[src/rtl/input_debouncer.sv]
// Switch/button debouncer: two-flop synchronizer followed by a four-state
// qualifier that accepts a level only after STABLE_CYCLES+1 agreeing samples.
module input_debouncer #(
    parameter int unsigned STABLE_CYCLES = 16,
    parameter int unsigned CNT_W         = 16
) (
    input  logic clk,
    input  logic rst,
    input  logic din,
    output logic q,
    output logic rise,
    output logic fall,
    output logic busy
);

    typedef enum logic [1:0] {
        LOW      = 2'd0,
        RISE_CHK = 2'd1,
        HIGH     = 2'd2,
        FALL_CHK = 2'd3
    } state_t;

    localparam int unsigned    LAST_IDX = STABLE_CYCLES - 1;
    localparam logic [CNT_W-1:0] CNT_LAST = CNT_W'(LAST_IDX);
    localparam logic [CNT_W-1:0] CNT_ONE  = CNT_W'(1);

    // sync_reg[0] is s1 (may go metastable), sync_reg[1] is s2 = din_sync
    logic [1:0]       sync_reg;
    logic             din_sync;
    state_t           state_reg;
    logic [CNT_W-1:0] cnt_reg;
    logic             q_reg;
    logic             rise_reg;
    logic             fall_reg;

    assign din_sync = sync_reg[1];

    always_ff @(posedge clk or posedge rst) begin
        if (rst) begin
            sync_reg <= 2'b00;
        end else begin
            sync_reg <= {sync_reg[0], din};
        end
    end

    always_ff @(posedge clk or posedge rst) begin
        if (rst) begin
            state_reg <= LOW;
            cnt_reg   <= '0;
            q_reg     <= 1'b0;
            rise_reg  <= 1'b0;
            fall_reg  <= 1'b0;
        end else begin
            rise_reg <= 1'b0;
            fall_reg <= 1'b0;
            case (state_reg)
                LOW: begin
                    if (din_sync) begin
                        state_reg <= RISE_CHK;
                        cnt_reg   <= '0;
                    end
                end
                RISE_CHK: begin
                    if (!din_sync) begin
                        state_reg <= LOW;
                        cnt_reg   <= '0;
                    end else if (cnt_reg == CNT_LAST) begin
                        state_reg <= HIGH;
                        cnt_reg   <= '0;
                        q_reg     <= 1'b1;
                        rise_reg  <= 1'b1;
                    end else begin
                        cnt_reg <= cnt_reg + CNT_ONE;
                    end
                end
                HIGH: begin
                    if (!din_sync) begin
                        state_reg <= FALL_CHK;
                        cnt_reg   <= '0;
                    end
                end
                FALL_CHK: begin
                    if (din_sync) begin
                        state_reg <= HIGH;
                        cnt_reg   <= '0;
                    end else if (cnt_reg == CNT_LAST) begin
                        state_reg <= LOW;
                        cnt_reg   <= '0;
                        q_reg     <= 1'b0;
                        fall_reg  <= 1'b1;
                    end else begin
                        cnt_reg <= cnt_reg + CNT_ONE;
                    end
                end
                default: begin
                    state_reg <= LOW;
                    cnt_reg   <= '0;
                end
            endcase
        end
    end

    // busy is decoded purely from the state register, so din cannot glitch it
    assign busy = (state_reg == RISE_CHK) || (state_reg == FALL_CHK);
    assign q    = q_reg;
    assign rise = rise_reg;
    assign fall = fall_reg;

endmodule

[config.mk]
export PLATFORM = sky130hd
export DESIGN_NAME = input_debouncer
export DESIGN_NICKNAME = d
export VERILOG_FILES = /design/src/rtl/input_debouncer.sv
export SDC_FILE = /design/constraint.sdc
export NUM_CORES = 1
export LEC_CHECK = 0
export CORE_MARGIN = 2
export CORE_UTILIZATION = 57
export CTS_CLUSTER_DIAMETER = 40
export DETAILED_ROUTE_END_ITERATION = 8
export GPL_TIMING_DRIVEN = 1
export PLACE_DENSITY = 0.79
export REMOVE_ABC_BUFFERS = 1
export SYNTH_ARGS = -nofsm -noshare
export SYNTH_HDL_FRONTEND = slang
export SYNTH_SLANG_ARGS = --single-unit
[constraint.sdc]
create_clock -name clk -period 2.8 [get_ports clk]
set_input_delay 0.28 -clock clk [delete_from_list [all_inputs] [get_ports clk]]
set_output_delay 0.28 -clock clk [all_outputs]
set_load 0.05 [all_outputs]
## Word level (Yosys, flattened, before mapping)

Cells that the tools add are included.

- Bits in read-only memories: 0
- Word-level logic and storage cells: 48
- Memories: 0
- RAM bits: 0
- Register bits: 23
- Bits in latches: 0

- Magnitude comparators: 0
- Bitwise operators: 0
- Reduce and logical (&&, ||, !) cells: 6
- Equal/unequal tests: 12
- Multiplexer cells: 23
- Multiply operators: 0
- Add/sub/neg operators: 1
- Div/mod/pow operators: 0
- Shifts and indexed selects: 0

Operators by type and width:

| operator | count |
|---|---|
| $mux W16 | 5 |
| $pmux W16 S4 | 1 |
| $add A16 B1 Y16 const B | 1 |
| $eq A16 B4 Y1 const B | 1 |
| $mux W2 | 6 |
| $ne A2 B2 Y1 const B | 6 |
| $mux W1 | 9 |
| $pmux W2 S4 | 1 |
| $ne A3 B3 Y1 const B | 2 |
| $reduce_and A5 Y1 | 1 |
| $eq A2 B2 Y1 const B | 2 |
| $reduce_and A4 Y1 | 1 |
| $eq A2 B1 Y1 const B | 1 |
| $logic_not A2 Y1 | 1 |
| $pmux W1 S2 | 1 |
| $reduce_and A2 Y1 | 1 |
| $reduce_bool A2 Y1 | 1 |
| $logic_or A1 B1 Y1 | 1 |

## Logic depth before layout (Yosys ltp)

- Depth in word-level cells: 4
- Gate-level depth with buffers: 7
- Depth with buffers taken out: 6

## Worst setup path after synthesis

Ideal clock, no wire load.

- Path kind: register -> register
- From: register cnt_reg[0]
- To: register with a tool-made name
- Period minus slack after synthesis: 1.914 ns
- Setup time: 0.125 ns
- Slack: 0.886 ns
- Path buffers: 1
- Cell stages (with the launch flop): 8
- Data arrival time: 1.789 ns
- Data required time: 2.675 ns
- Path through: dfrtp_1 > ha_1 > and3_1 > and4_2 > or2_4 > buf_6 > nand2_1 > mux2_4

RTL lines:

| element | RTL line | text |
|---|---|---|
| from (decl) | 31 | `logic [CNT_W-1:0] cnt_reg;` |
| from (signal assigned) | 73 | `cnt_reg <= cnt_reg + CNT_ONE;` |
| from (signal assigned) | 92 | `cnt_reg <= cnt_reg + CNT_ONE;` |

## Worst setup path in the final report

- From: register cnt_reg[0]
- To: register cnt_reg[14]

- Longest elaborated chain between the ends: 4

RTL lines:

| element | RTL line | text |
|---|---|---|
| $add A16 B1 Y16 or $eq A16 B4 Y1 (tied branches) | - |  |
| $mux W16 * | 67, 86 |  |
| $mux W16, on equally long branches | 83, 64 |  |
| $pmux W16 S4 * | 56 | `case (state_reg)` |

Every way passes the cells marked *; elsewhere a longest branch is shown, timed or not.
A chain may end at the register's enable or synchronous reset.

==> flow_summary.ini <==
[clock_network]
numCtsBuffers = 3
cts_tree = done
post-cts-setup-buffers = 0
cts.path.max_buffers = 2
cts_sinks = 23
h-tree-depth = 1
hold_buffers = 0
clock_latency_ns = 0.30
root_buffer = clkbuf_4
clk_pin_slew_ns = 0.13
cts_resized = 0

[detailed_routing]
met3WireLength_um = 119
vias = 953
finalWirelength_mm = 2.244
ant_nets = 0
drc = 2
top_layer_used = met4
viasPerCell = 6.148
detail_route.iter0.violations = 26
wl_per_cell_um = 14.48
firstDrtPassIters = 6
wl_met2_mm = 1.101
wl_met1_mm = 1.003

[power]
p_int_uw = 542.4
peakVddDrop_uv = 506.8
p_sw_share_pct = 40.35
pwr-share-seq_pct = 45.9
clockPowerShare_pct = 16.4
finalPower_uw = 909.4
combPwrFrac_pct = 37.7
p_leak_nw = 0.5336
power-per-cell-area_nw_per_um2 = 734.9
switchingPower_uw = 367.0

[critical_path]
r2r_start = cnt_reg[0]$_DFFE_PP0P_
path_cells = ha_1, and3_1, and4_2, nor2_2, o21ai_1, a31oi_1
rr_worst_depth = 6
setup.worst_path.start = cnt_reg[0]$_DFFE_PP0P_
cp-end-kind = flip-flop
crit_slowest_cell = dfrtp_1
start_kind = flip-flop
cp_max_fo = 14
critPathKind = flip-flop to flip-flop
arrival_ns = 2.22
cp_data_required_time_ns = 3.03
max_stage_delay_ns = 0.46

[sta]
fin_tns_setup_ns = 0
max_freq_ghz = 0.5009
holdWs_ns = 0.3734
hold_viol = 0
drv_slew = 0
setup_viol = 0
worst_slew_pin_slew_ns = 0.8331
skew_ns = 0.007903
period_share_pct = 71.29
layout_min_cycle_time_ns = 1.996
slew_headroom_pct = 44.40
rsz0062_at_grt = no

[synth]
avgSynthCellArea_um2 = 9.298
ys_warn_count = 0
synthCells = 123
yosys.area_share.simple_pct = 23.74
synth_compound_area_share_pct = 17.61
ys_types = 29
yosysSeqAreaShare_pct = 50.33
synth_top_family_by_area = simple AND/OR/NAND/NOR gates
yosys.area_share.adder_pct = 1.094
synth-seq-cells = 23
synthXorXnorAreaFrac_pct = 2.188
syn_area_um2 = 1144
synth_mux_area_share_pct = 1.313

[floorplan]
dieArea_um2 = 2380
start_util_pct = 59.51
io_pins = 7
coreArea_um2 = 1922
rows = 16
dieHeight_um = 48.79
chipWidth_um = 48.79

[hold_path]
min_path_cells = 0
hold_path.class = flip-flop to flip-flop
min_from = sync_reg[0]$_DFF_PP0_

[finish]
layout.cells.non_filler = 155
syn_to_final_growth_pct = 8.206
antenna_cells = 0
fin_nets = 133
fin_area_um2 = 1237
drive_gt1_share_pct = 7.813
fill_cells = 177
largest_reg_flops = 16

[place]
hpwl_mm = 1.575
routabilityCongestion = 0.8768
io_buffers = 6
place_area_um2 = 1210
dp.cells = 151

[global_routing]
track_usage_pct = 21.35
grt_pass1_wl_mm = 4.050
grt_max_degree = 24
grt-ovfl-total = 0
grt_pass1_vias = 952
antenna_found_initial = 0

[flow_run]
cap_viol_max_count = 0

[status]
violations = DRC
status = finished, violations left
[metrics by stage]
stage / setup WS [ns] / utilization [%]
final: 0.8038 / 64.39
after global routing: 0.6728 / 64.39
after CTS: 0.8398 / 64.39
after detailed placement: 0.8604 / 62.96
after global placement: 0.9090 / 62.96
after floorplan: 0.9556 / -
[per-layer routing]
| layer | up-vias | GRT usage (%) |
|---|---|---|
| li1 | 456 | - |
| met1 | 461 | 30.02 |
| met2 | 32 | 35.16 |
| met3 | 4 | 3.067 |
| met4 | 0 | 5.238 |
| met5 | - | 0 |
[cells in the mapped netlist, drive strengths merged]
library cell / n / share of area (%)
a21oi: 7 / 3.1
a31oi: 5 / 2.7
nor2: 8 / 2.8
o21ai: 16 / 7.0
nor4: 4 / 2.2
buf: 2 / 1.4
xor2: 2 / 2.2
inv: 4 / 1.3
and4: 1 / 0.88
a22o: 2 / 1.5
nor3b: 3 / 2.0
nand4: 3 / 1.6
clkbuf: 3 / 0.98
nand3: 8 / 3.5
dfrtp: 23 / 50
a21o: 5 / 3.3
mux2: 1 / 1.3
and3: 2 / 1.1
ha: 1 / 1.1
or2: 2 / 1.3
nand2: 14 / 4.8
nor3: 3 / 1.3
or3: 4 / 2.2
[area by class of cell]
class                           instances  area [um^2]  area share (%)
Tap cell                               27        33.78           2.730
Sequential cell                        23        575.6           46.51
Clock buffer                            3        22.52           1.820
Clock inverter                          1        5.005          0.4044
Timing Repair Buffer                    6        60.06           4.853
Inverter                                4        15.01           1.213
Multi-Input combinational cell         91        525.5           42.47
[worst max-delay path: cells and delay by family (launching register included)]
family          cells  cell delay [ns]
compound gates      2             0.32
fa+ha+maj           1             0.26
flops               1             0.46
simple gates        3             0.88
[kinds of logic after synthesis]
logic type / Yosys count
AND/OR/NAND/NOR: 52
multiplexers: 1
flip-flops: 23
XOR/XNOR: 2
adder cells (fa/ha/maj): 1
AO/OA/AOI/OAI: 35
buffers and inverters: 9
[worst paths after layout]
path                                      endpoint  slack (ns)
max in group asynchronous   cnt_reg[7]$_DFFE_PP0P_        1.86
min                          sync_reg[1]$_DFF_PP0_        0.37
max reg2reg                cnt_reg[14]$_DFFE_PP0P_        0.80
min in group asynchronous   cnt_reg[3]$_DFFE_PP0P_        0.42
min reg2reg                  sync_reg[1]$_DFF_PP0_        0.37
max                        cnt_reg[14]$_DFFE_PP0P_        0.80
[power by group through the flow]
stage          clock [mW]  combinational (mW)  sequential (mW)
2_1_floorplan           0               0.235            0.436
3_3_place_gp            0               0.331            0.417
3_5_place_dp            0               0.343            0.420
4_1_cts             0.156               0.343            0.415
5_1_grt             0.167               0.375            0.424
6_report            0.149               0.343            0.417
[cells in the final DEF, fill, tap and decap left out, types with 4 or more instances in the layout]
master	instances
a31oi_1	5
nand2_1	13
nor4_1	4
nor2_1	7
a21oi_1	7
clkdlybuf4s50_1	6
or3_1	4
nand3_1	8
a21o_1	5
inv_1	4
o21ai_1	14
dfrtp_1	23
No activity file was read; power rests on OpenSTA's default activity.
